<file path="config.mk">
export PLATFORM = sky130hd
export DESIGN_NAME = redmule_z_priority_arbiter
export DESIGN_NICKNAME = d
export VERILOG_FILES = /design/src/rtl/redmule_z_priority_arbiter.sv
export SDC_FILE = /design/constraint.sdc
export NUM_CORES = 1
export LEC_CHECK = 0
export ABC_AREA = 0
export CAP_MARGIN = 25
export CORE_AREA = 2 2 39 41
export DETAILED_ROUTE_END_ITERATION = 16
export DIE_AREA = 0 0 41 43
export GPL_TIMING_DRIVEN = 1
export PLACE_DENSITY = 0.72
export SLEW_MARGIN = 20
export SYNTH_ARGS = -nofsm -noshare
export SYNTH_HDL_FRONTEND = slang
export SYNTH_SLANG_ARGS = --single-unit
</file>
<file path="constraint.sdc">
create_clock -name clk_i -period 1.9 [get_ports clk_i]
set_input_delay 0.38 -clock clk_i [delete_from_list [all_inputs] [get_ports clk_i]]
set_output_delay 0.38 -clock clk_i [all_outputs]
set_load 0.02 [all_outputs]
</file>
<file path="src/rtl/redmule_z_priority_arbiter.sv">
// Z-writeback vs X-prefetch arbiter for the shared memory port.
// Z takes the port on a high fill watermark and releases it at the low
// watermark (hysteresis). It also releases after a bounded handshake burst
// while X waits, or when X is starving. A flush drains Z completely.
// Optional feature macro: REDMULE_ZPRIO_STARVE_EN adds a Z starvation timeout.
module redmule_z_priority_arbiter #(
  parameter int unsigned ZD       = 16,
  parameter int unsigned HIGH_WM  = 12,
  parameter int unsigned LOW_WM   = 4,
  parameter int unsigned Z_BURST  = 8,
  parameter int unsigned MAX_WAIT = 64,
  localparam int unsigned ZFW     = $clog2(ZD + 1)
) (
  input  logic           clk_i,
  input  logic           rst_i,
  input  logic           clear_i,
  input  logic           enable_i,
  input  logic           flush_i,
  input  logic [ZFW-1:0] z_fill_i,
  input  logic           z_pending_i,
  input  logic           z_hs_i,
  input  logic           x_pending_i,
  input  logic           x_buf_empty_i,
  output logic           z_priority_o,
  output logic           drain_done_o,
  output logic [1:0]     state_o
);

  localparam int unsigned BW = $clog2(Z_BURST) + 1;
  localparam logic [ZFW-1:0] HighWm   = ZFW'(HIGH_WM);
  localparam logic [ZFW-1:0] LowWm    = ZFW'(LOW_WM);
  localparam logic [BW-1:0]  BurstMax = BW'(Z_BURST - 1);

  typedef enum logic [1:0] {
    StXPrio  = 2'd0,
    StZPrio  = 2'd1,
    StZDrain = 2'd2
  } state_e;

  state_e         state_q, state_d;
  logic [BW-1:0]  burst_q, burst_d;
  logic           drain_done_q, drain_done_d;
  logic           starve_hit;

`ifdef REDMULE_ZPRIO_STARVE_EN
  localparam int unsigned SW = $clog2(MAX_WAIT) + 1;
  localparam logic [SW-1:0] StarveMax = SW'(MAX_WAIT - 1);

  logic [SW-1:0] starve_q, starve_d;

  assign starve_hit = (starve_q == StarveMax) && z_pending_i;

  // Starvation counter: counts consecutive stalled Z cycles while X owns the port.
  always_comb begin
    starve_d = starve_q;
    if (enable_i) begin
      if (state_q != StXPrio || state_d != StXPrio || z_hs_i || !z_pending_i) begin
        starve_d = '0;
      end else if (starve_q != StarveMax) begin
        starve_d = starve_q + SW'(1);
      end
    end
  end

  // Starvation counter register.
  always_ff @(posedge clk_i) begin
    if (rst_i || clear_i) begin
      starve_q <= '0;
    end else begin
      starve_q <= starve_d;
    end
  end
`else
  logic unused_max_wait;
  assign unused_max_wait = ^MAX_WAIT;
  assign starve_hit      = 1'b0;
`endif

  // Next-state, burst counter and drain-done pulse; everything holds when disabled.
  always_comb begin
    state_d      = state_q;
    burst_d      = burst_q;
    drain_done_d = 1'b0;
    if (enable_i) begin
      unique case (state_q)
        StXPrio: begin
          if (flush_i) begin
            state_d = StZDrain;
          end else if (z_fill_i >= HighWm) begin
            state_d = StZPrio;
          end else if (starve_hit) begin
            state_d = StZPrio;
          end
        end
        StZPrio: begin
          if (flush_i) begin
            state_d = StZDrain;
          end else if (z_fill_i <= LowWm) begin
            state_d = StXPrio;
          end else if (burst_q == BurstMax && z_hs_i && x_pending_i) begin
            state_d = StXPrio;
          end else if (x_buf_empty_i && x_pending_i && z_fill_i < HighWm) begin
            state_d = StXPrio;
          end
        end
        StZDrain: begin
          if (z_fill_i == '0 && !z_pending_i) begin
            state_d      = StXPrio;
            drain_done_d = 1'b1;
          end
        end
        default: state_d = StXPrio;
      endcase

      // Each Z tenure starts with a fresh burst budget.
      if (state_q != StZPrio && state_d == StZPrio) begin
        burst_d = '0;
      end else if (state_q == StZPrio && z_hs_i && burst_q != BurstMax) begin
        burst_d = burst_q + BW'(1);
      end
    end
  end

  // State and output registers; soft clear behaves exactly like reset.
  always_ff @(posedge clk_i) begin
    if (rst_i || clear_i) begin
      state_q      <= StXPrio;
      burst_q      <= '0;
      drain_done_q <= 1'b0;
    end else begin
      state_q      <= state_d;
      burst_q      <= burst_d;
      drain_done_q <= drain_done_d;
    end
  end

  assign z_priority_o = (state_q != StXPrio);
  assign drain_done_o = drain_done_q;
  assign state_o      = state_q;

  // Fill level above buffer depth is illegal.
  a_fill_legal: assert property (@(posedge clk_i) disable iff (rst_i)
    int'(z_fill_i) <= int'(ZD));

endmodule

</file>
## Yosys cells after proc, flatten, opt, wreduce, memory -nomap -nowiden

Index checks and enable logic that the tools add are counted.

| word-level totals | value |
|---|---|
| bits in registers | 7 |
| input port bits | 14 |
| output and inout port bits | 4 |
| logic and storage cells | 43 |

| cells by class | value |
|---|---|
| add/subtract/negate cells | 1 |
| $lt $le $gt $ge | 3 |
| eq/ne operators | 6 |
| muxes and demuxes | 12 |
| bitwise gates (word level) | 2 |
| reduce and logical (&&, ||, !) cells | 16 |

Operator list:

| kind | count |
|---|---|
| $mux 2 | 8 |
| $logic_and 1x1->1 | 8 |
| $mux 4 | 2 |
| $pmux 2 s3 | 1 |
| $ge 5x4->1 const B | 1 |
| $le 5x3->1 const B | 1 |
| $logic_not 5->1 | 1 |
| $lt 5x4->1 const B | 1 |
| $add 4x1->4 const B | 1 |
| $eq 2x1->1 const B | 2 |
| $eq 4x3->1 const B | 1 |
| $ne 4x3->1 const B | 1 |
| $reduce_bool 2->1 | 2 |
| $reduce_or 3->1 | 1 |
| $eq 2x2->1 const B | 1 |
| $logic_not 2->1 | 1 |
| $ne 2x1->1 const B | 1 |
| $not 1->1 | 2 |
| $reduce_and 2->1 | 1 |
| $logic_not 1->1 | 1 |
| $logic_or 1x1->1 | 1 |
| $mux 1 | 1 |

## Depth between registers and ports, before layout

Gate-level depths: netlist (run 1).

| logic depth | value |
|---|---|
| word-level depth | 12 |
| depth in mapped cells | 4 |

## Worst setup path before layout (run 1)

OpenSTA, ideal clock, no wires.

| timing | value |
|---|---|
| path kind | flip-flop to flip-flop |
| start point | register burst_q[0] |
| end point | register burst_q[0] |
| library setup time | 74 ps |
| arrival | 1,328 ps |
| data required time | 1,826 ps |
| setup slack | 498 ps |
| cell stages (with the launch flop) | 5 |
| buffers on the path | 0 |
| period minus slack after synthesis | 1,402 ps |
| path through | dfxtp_1 -> ha_1 -> and3b_4 -> or4_1 -> a31oi_1 |

| on the way | value |
|---|---|
| longest elaborated chain between the ends | 12 |

Ends and longest elaborated chain:

| item | RTL line | source |
|---|---|---|
| start, declared | 41 | `logic [BW-1:0] burst_q, burst_d;` |
| start signal, assigned | 132 | `burst_q <= burst_d;` |
| $eq 4x3->1 | 100 | `end else if (burst_q == BurstMax && z_hs_i && x_pending_i) begin` |
| $logic_and 1x1->1 (2 in series) | 100 |  |
| $mux 2 | 100 |  |
| $mux 2 | 98 | `end else if (z_fill_i <= LowWm) begin` |
| $mux 2 | 96 | `if (flush_i) begin` |
| $pmux 2 s3 | 85 | `unique case (state_q)` |
| $mux 2 | 84 | `if (enable_i) begin` |
| $eq 2x1->1 | 116 | `if (state_q != StZPrio && state_d == StZPrio) begin` |
| $logic_and 1x1->1 | 116 |  |
| $reduce_bool 2->1 (no line) | - |  |
| $reduce_and 2->1 (no line) | - |  |

Several ways; a longest one is shown, not always the timed one. The select of a mux whose other input is x is not followed.
A chain may end at the register's enable or synchronous reset.

## Worst setup path after layout (run 1)

| timing | value |
|---|---|
| start point | register state_q[1] (netlist: state_o[1]) |
| end point | output port state_o[1] |

RTL lines:

| item | RTL line | source |
|---|---|---|
| start, declared | 40 | `state_e state_q, state_d;` |
| start signal, assigned | 127 | `state_q <= StXPrio;` |
| start signal, assigned | 131 | `state_q <= state_d;` |
| end, declared | 26 | `output logic [1:0] state_o` |

No word-level cell between the ends.

==> run_results.csv, run 1 <==
group,metric,value,unit
placed_design,gp_congestion,0.736,
cells_and_area,final_cell_mix,"clkdlybuf4s50_1, dfxtp_1, nor2_1, nand2_1",
synthesis,async_flop_share,0,%
sta,clock_skew,0.00725,ns
global_route,grt_pass1_vias,507,
setup_path,crit_family,"buffers and inverters",
cells_and_area,multi_input_area,314,sq um
cells_and_area,layout_commonest_cell,"clkdlybuf4s50_1",
setup_path,regToRegEndpoint,"burst_q[0]$_SDFFE_PP0P_",
cells_and_area,final_nets,98,
synthesis,synth-main-ff-cell,"dfxtp_1",
floorplan,core_area,0.00138,sq mm
setup_path,slowest_stage,"clkdlybuf4s50_1",
setup_path,crit_type,"reg2out",
sta,worstMarginPinSlew,0.273,ns
cells_and_area,nFillCells,142,
cts,cts_sinks,7,
global_route,antenna_found_initial,0,
cells_and_area,seqCellArea,140,sq um
sta,max_slew_margin,81.6,%
setup_path,reg2reg_from,"burst_q[0]$_SDFFE_PP0P_",
detailed_routing,drtAntennaViolNets,0,
setup_path,crit_end,"state_o[1]",
cts,htree_levels,1,
cts,root_buffer,"clkbuf_4",
setup_path,reg2reg_slack,0.40,ns
power,p_total,0.367,mW
synthesis,yosysTopAreaCellShare,30.1,%
cells_and_area,layout-drive-gt1-share,14.6,%
cts,clock_latency,0.26,ns
sta,hold_viol,0,
cts,clk_pin_slew,0.06,ns
hold_path,hold_path.class,"reg2reg",
power,powerDensity,516,mW/mm^2
sta,rsz0062_at_grt,"no",
detailed_routing,detail_route.wl_per_cell,12.4,um
floorplan,die_h,43,um
synthesis,yosys_warnings,0,
cts,cts.hold.buffers_added,0,
setup_path,path_depth,1,
setup_path,startpoint_type,"flip-flop",
setup_path,cp_max_fo,8,
sta,fin_ws,0.194,ns
setup_path,crit_buf_inv,1,
synthesis,syn_inst,58,
synthesis,syn-num-nets,73,
setup_path,worstRegToRegCells,4,
placed_design,hpwl,946,um
placed_design,dp_slack,0.0615,ns
detailed_routing,drt-pass1-iter-count,4,
setup_path,cp-end-kind,"output port",
setup_path,worstPathRequired,1.52,ns
placed_design,numPortBuffers,17,
synthesis,syn_avg_cell_area,8.02,sq um
sta,drv_slew,0,
sta,fmax,586,MHz
run_status,status,"finished, final reports clean",
cts,cts-buffers-inserted,3,
detailed_routing,route.detailed.drc,0,
cells_and_area,antenna_cells,0,
sta,holdWs,0.500,ns
setup_path,critical_path.startpoint,"state_o[1]$_SDFFE_PP0P_",
synthesis,netlist_top_cells_area,"dfxtp_1, o221ai_1, a31oi_1",
setup_path,worstPathCellList,"clkdlybuf4s50_1",
detailed_routing,viasPerCell,5.78,
synthesis,netlist_area,465,sq um
cts,cts_tree,"built",
synthesis,ys_ff_latch,7,
sta,fin_crit,1.71,ns
floorplan,die_area,0.00176,sq mm
cts,cts_buffer_depth,2,
synthesis,synth_cell_types,29,
detailed_routing,drtIter0Drc,13,
sta,setup_viol,0,
detailed_routing,routed_wl,1.22,mm
power,p_leak,0.251,nW
setup_path,cp.arrival,1.33,ns
synthesis,yosysSeqAreaShare,30.1,%
sta,fin_setup_tns,0,ns
global_route,grt_overflow,0,
floorplan,io_pins,18,
flow_run,cap_violations,0,
global_route,grt_first_pass_wirelength,2.04,mm
global_route,grt_usage,17.0,%
power,vdd_drop_max,0.000239,V
floorplan,num_rows,14,
synthesis,synth_edf_count,0,
cells_and_area,syn2layout_area_growth,52.7,%
floorplan,initial_core_util,33.6,%
detailed_routing,vias,566,
synthesis,synth_top_area_cell,"dfxtp_1",
setup_path,cpPeakStageDelay,0.64,ns
floorplan,die_x,41,um
global_route,grt_max_degree,9,
sta,period_share,89.8,%
[area by class of cell]
| type | count | share of cell area, % |
|---|---|---|
| Timing Repair Buffer | 21 | 28.5 |
| Sequential cell | 7 | 19.7 |
| Tap cell | 16 | 2.82 |
| Multi-Input combinational cell | 48 | 44.2 |
| Inverter | 2 | 1.06 |
| Clock buffer | 4 | 3.70 |
[cell usage after synthesis (all sizes together), types with 2 or more instances]
cell	number
a31oi	4
nand3	3
inv	2
or2	2
a21oi	2
dfxtp	7
o31ai	2
or4b	2
nor2	6
or3	3
nand2	6
o221ai	3
[cell families after synthesis]
kind of cell    count (synthesis)  synth area share, %
simple gates                   31                 39.2
buf+inv                         3                 2.42
compound gates                 16                 25.5
flops                           7                 30.1
fa+ha+maj                       1                 2.69
[worst min path at each step]
stage	from	endpoint	slack, ns	depth (start not counted)
after global routing	state_o[0]$_SDFFE_PP0P_	drain_done_o$_SDFF_PP0_	0.52	1
after floorplan	burst_q[3]$_SDFFE_PP0P_	burst_q[3]$_SDFFE_PP0P_	0.47	2
after detailed placement	state_o[0]$_SDFFE_PP0P_	drain_done_o$_SDFF_PP0_	0.49	1
after CTS	state_o[0]$_SDFFE_PP0P_	drain_done_o$_SDFF_PP0_	0.50	1
final	state_o[0]$_SDFFE_PP0P_	drain_done_o$_SDFF_PP0_	0.50	1
after global placement	state_o[0]$_SDFFE_PP0P_	drain_done_o$_SDFF_PP0_	0.50	1
[sequential cells by signal, indices dropped and copies added (netlist names)]
signal	flops
burst_q	4
drain_done_o	1
state_o	2
[power by group]
| group | internal (mW) | total (mW) | switching (mW) |
|---|---|---|---|
| logic | 0.0422 | 0.0723 | 0.0301 |
| registers | 0.148 | 0.150 | 0.00201 |
| clock network | 0.0807 | 0.144 | 0.0637 |
[per-stage QoR]
step | cell area [sq um] | std cells | util [%]
global placement | 682 | 94 | 49.3
global route | 711 | 98 | 51.4
finish | 711 | 98 | 51.4
detailed placement | 682 | 94 | 49.3
CTS | 708 | 98 | 51.2
floorplan | 465 | 58 | -
[routing by layer]
metal	GRT usage [%]	part of all wire (%)	vias to the layer above
met5	0	0	-
met4	12.0	3.4	0
met3	3.14	4.7	5
met2	24.7	47	16
met1	21.3	45	266
li1	-	-	279
[timing repair]
item                                   CTS  global route
endpoints found under the hold margin    0             0
gates resized for setup                  0             1
setup buffers                            0             0
setup endpoints to repair                0             1
(Power assumes the default switching activity.)
==> run 2, diff against run 1 <==
- CORE_AREA: 2 2 39 41 -> not set
- CORE_UTILIZATION: not set -> 30
- DIE_AREA: 0 0 41 43 -> not set
- PLACE_DENSITY: 0.72 -> 0.64
==> run 2 against run 1 <==
Core utilization up 0.66 points. Final cell count down 1.0%. Highest routed layer unchanged. Total power up 1.3%. Clock power up 3%. Critical path type unchanged. First-iteration DRC count up 15%. Setup slack worse by 0.0075 ns.
==> run_results.csv, run 2 (synthesis results as in run 1) <==
group,metric,value,unit
global_route,grt_usage,18.9,%
setup_path,cp.arrival,1.33,ns
sta,fmax,584,MHz
placed_design,numPortBuffers,17,
cts,clk_pin_slew,0.06,ns
cells_and_area,multi_input_area,314,sq um
flow_run,cap_violations,0,
detailed_routing,vias,543,
cells_and_area,top_register,"burst_q",
setup_path,crit_type,"reg2out",
detailed_routing,viasPerCell,5.60,
setup_path,path_depth,1,
setup_path,reg2reg_from,"burst_q[0]$_SDFFE_PP0P_",
setup_path,critical_path.startpoint,"state_o[1]$_SDFFE_PP0P_",
cells_and_area,final_nets,98,
sta,clock_skew,0.00937,ns
sta,fin_crit,1.71,ns
global_route,grt_overflow,0,
detailed_routing,route.detailed.drc,0,
detailed_routing,drt-pass1-iter-count,4,
setup_path,worstPathCellList,"clkdlybuf4s50_1",
placed_design,hpwl,944,um
detailed_routing,detail_route.wl_per_cell,12.9,um
cts,clock_latency,0.27,ns
sta,fin_setup_tns,0,ns
sta,max_slew_margin,81.7,%
global_route,grt_max_degree,10,
setup_path,reg2reg_slack,0.41,ns
cts,cts_tree,"built",
setup_path,slowest_stage,"clkdlybuf4s50_1",
sta,setup_viol,0,
cts,htree_levels,1,
cells_and_area,layout_commonest_cell,"clkdlybuf4s50_1",
setup_path,cp_max_fo,8,
power,p_total,0.372,mW
cts,cts_setup_buffers,0,
cells_and_area,largest_reg_flops,4,
cells_and_area,final_cell_mix,"clkdlybuf4s50_1, nor2_1, nand2_1, dfxtp_1",
power,p_leak,0.251,nW
sta,rsz0062_at_grt,"no",
floorplan,die_area,0.00171,sq mm
cells_and_area,final_util,52.0,%
floorplan,die_h,41.4,um
detailed_routing,drtAntennaViolNets,0,
floorplan,io_pins,18,
cells_and_area,antenna_cells,0,
placed_design,gp_congestion,0.786,
cts,cts_sinks,7,
hold_path,hold_path.class,"reg2reg",
sta,period_share,90.2,%
cells_and_area,seqCellArea,141,sq um
setup_path,worstRegToRegCells,4,
setup_path,cpPeakStageDelay,0.65,ns
setup_path,crit_buf_inv,1,
floorplan,initial_core_util,34.1,%
floorplan,die_x,41.4,um
power,vdd_drop_max,0.000282,V
sta,drv_slew,0,
setup_path,worstPathRequired,1.52,ns
global_route,antenna_found_initial,0,
floorplan,num_rows,13,
global_route,grt_first_pass_wirelength,1.93,mm
setup_path,cp-end-kind,"output port",
global_route,grt_pass1_vias,425,
setup_path,startpoint_type,"flip-flop",
cts,cts_buffer_depth,2,
sta,worstMarginPinSlew,0.271,ns
cells_and_area,layout-drive-gt1-share,15.9,%
setup_path,regToRegEndpoint,"burst_q[0]$_SDFFE_PP0P_",
cts,cts.hold.buffers_added,0,
setup_path,crit_family,"buffers and inverters",
cts,root_buffer,"clkbuf_4",
cells_and_area,syn2layout_area_growth,52.7,%
cells_and_area,nFillCells,137,
power,powerDensity,523,mW/mm^2
detailed_routing,drtIter0Drc,15,
cts,cts-buffers-inserted,3,
run_status,status,"finished, final reports clean",
sta,hold_viol,0,
detailed_routing,routed_wl,1.26,mm
floorplan,core_area,0.00137,sq mm
setup_path,crit_end,"state_o[1]",
[run 2: worst min path at each step]
stage / start / to / cells after the start
detailed placement: burst_q[3]$_SDFFE_PP0P_ / burst_q[3]$_SDFFE_PP0P_ / 2
floorplan: burst_q[3]$_SDFFE_PP0P_ / burst_q[3]$_SDFFE_PP0P_ / 2
CTS: burst_q[3]$_SDFFE_PP0P_ / burst_q[3]$_SDFFE_PP0P_ / 2
global route: burst_q[1]$_SDFFE_PP0P_ / burst_q[1]$_SDFFE_PP0P_ / 2
global placement: burst_q[3]$_SDFFE_PP0P_ / burst_q[3]$_SDFFE_PP0P_ / 2
finish: burst_q[3]$_SDFFE_PP0P_ / burst_q[3]$_SDFFE_PP0P_ / 2
[run 2: layer usage]
metal,share of wire [%],global-route usage (%)
met2,42,23.0
met5,0,0
met3,5.8,10.1
met1,50,25.9
met4,1.8,9.68
[run 2: worst min-delay path, delay by kind of cell, from the launching register on]
kind / cells / cell delay (ns)
AND/OR/NAND/NOR: 1 / 0.07
flip-flops: 1 / 0.34
AO/OA/AOI/OAI: 1 / 0.05
[run 2: area by class of cell]
type                    instances  area share [%]
multi-input cells              48            44.2
flip-flops and latches          7            19.9
clock buffers                   4            3.70
repair buffers                 21            28.5
well taps                      15            2.64
inverters                       2            1.06
[run 2: through the flow]
stage               hold slack (ns)  instances  setup WS (ns)  cell area [sq um]
floorplan                     0.468         58          0.498                465
global placement              0.507         93         0.0760                681
CTS                           0.515         97         0.0212                707
finish                        0.510         97          0.186                711
detailed placement            0.506         93         0.0482                681
global route                  0.536         97         0.0993                711
[run 2: where the power goes]
group | switching [mW] | internal, mW
Sequential | 0.00269 | 0.148
Clock | 0.0668 | 0.0809
Combinational | 0.0301 | 0.0428
Total | 0.0996 | 0.272
[run 2: repair_timing]
action | CTS | global route
resized for setup | 0 | 2
hold endpoints to repair | 0 | 0
endpoints found under the setup margin | 0 | 1
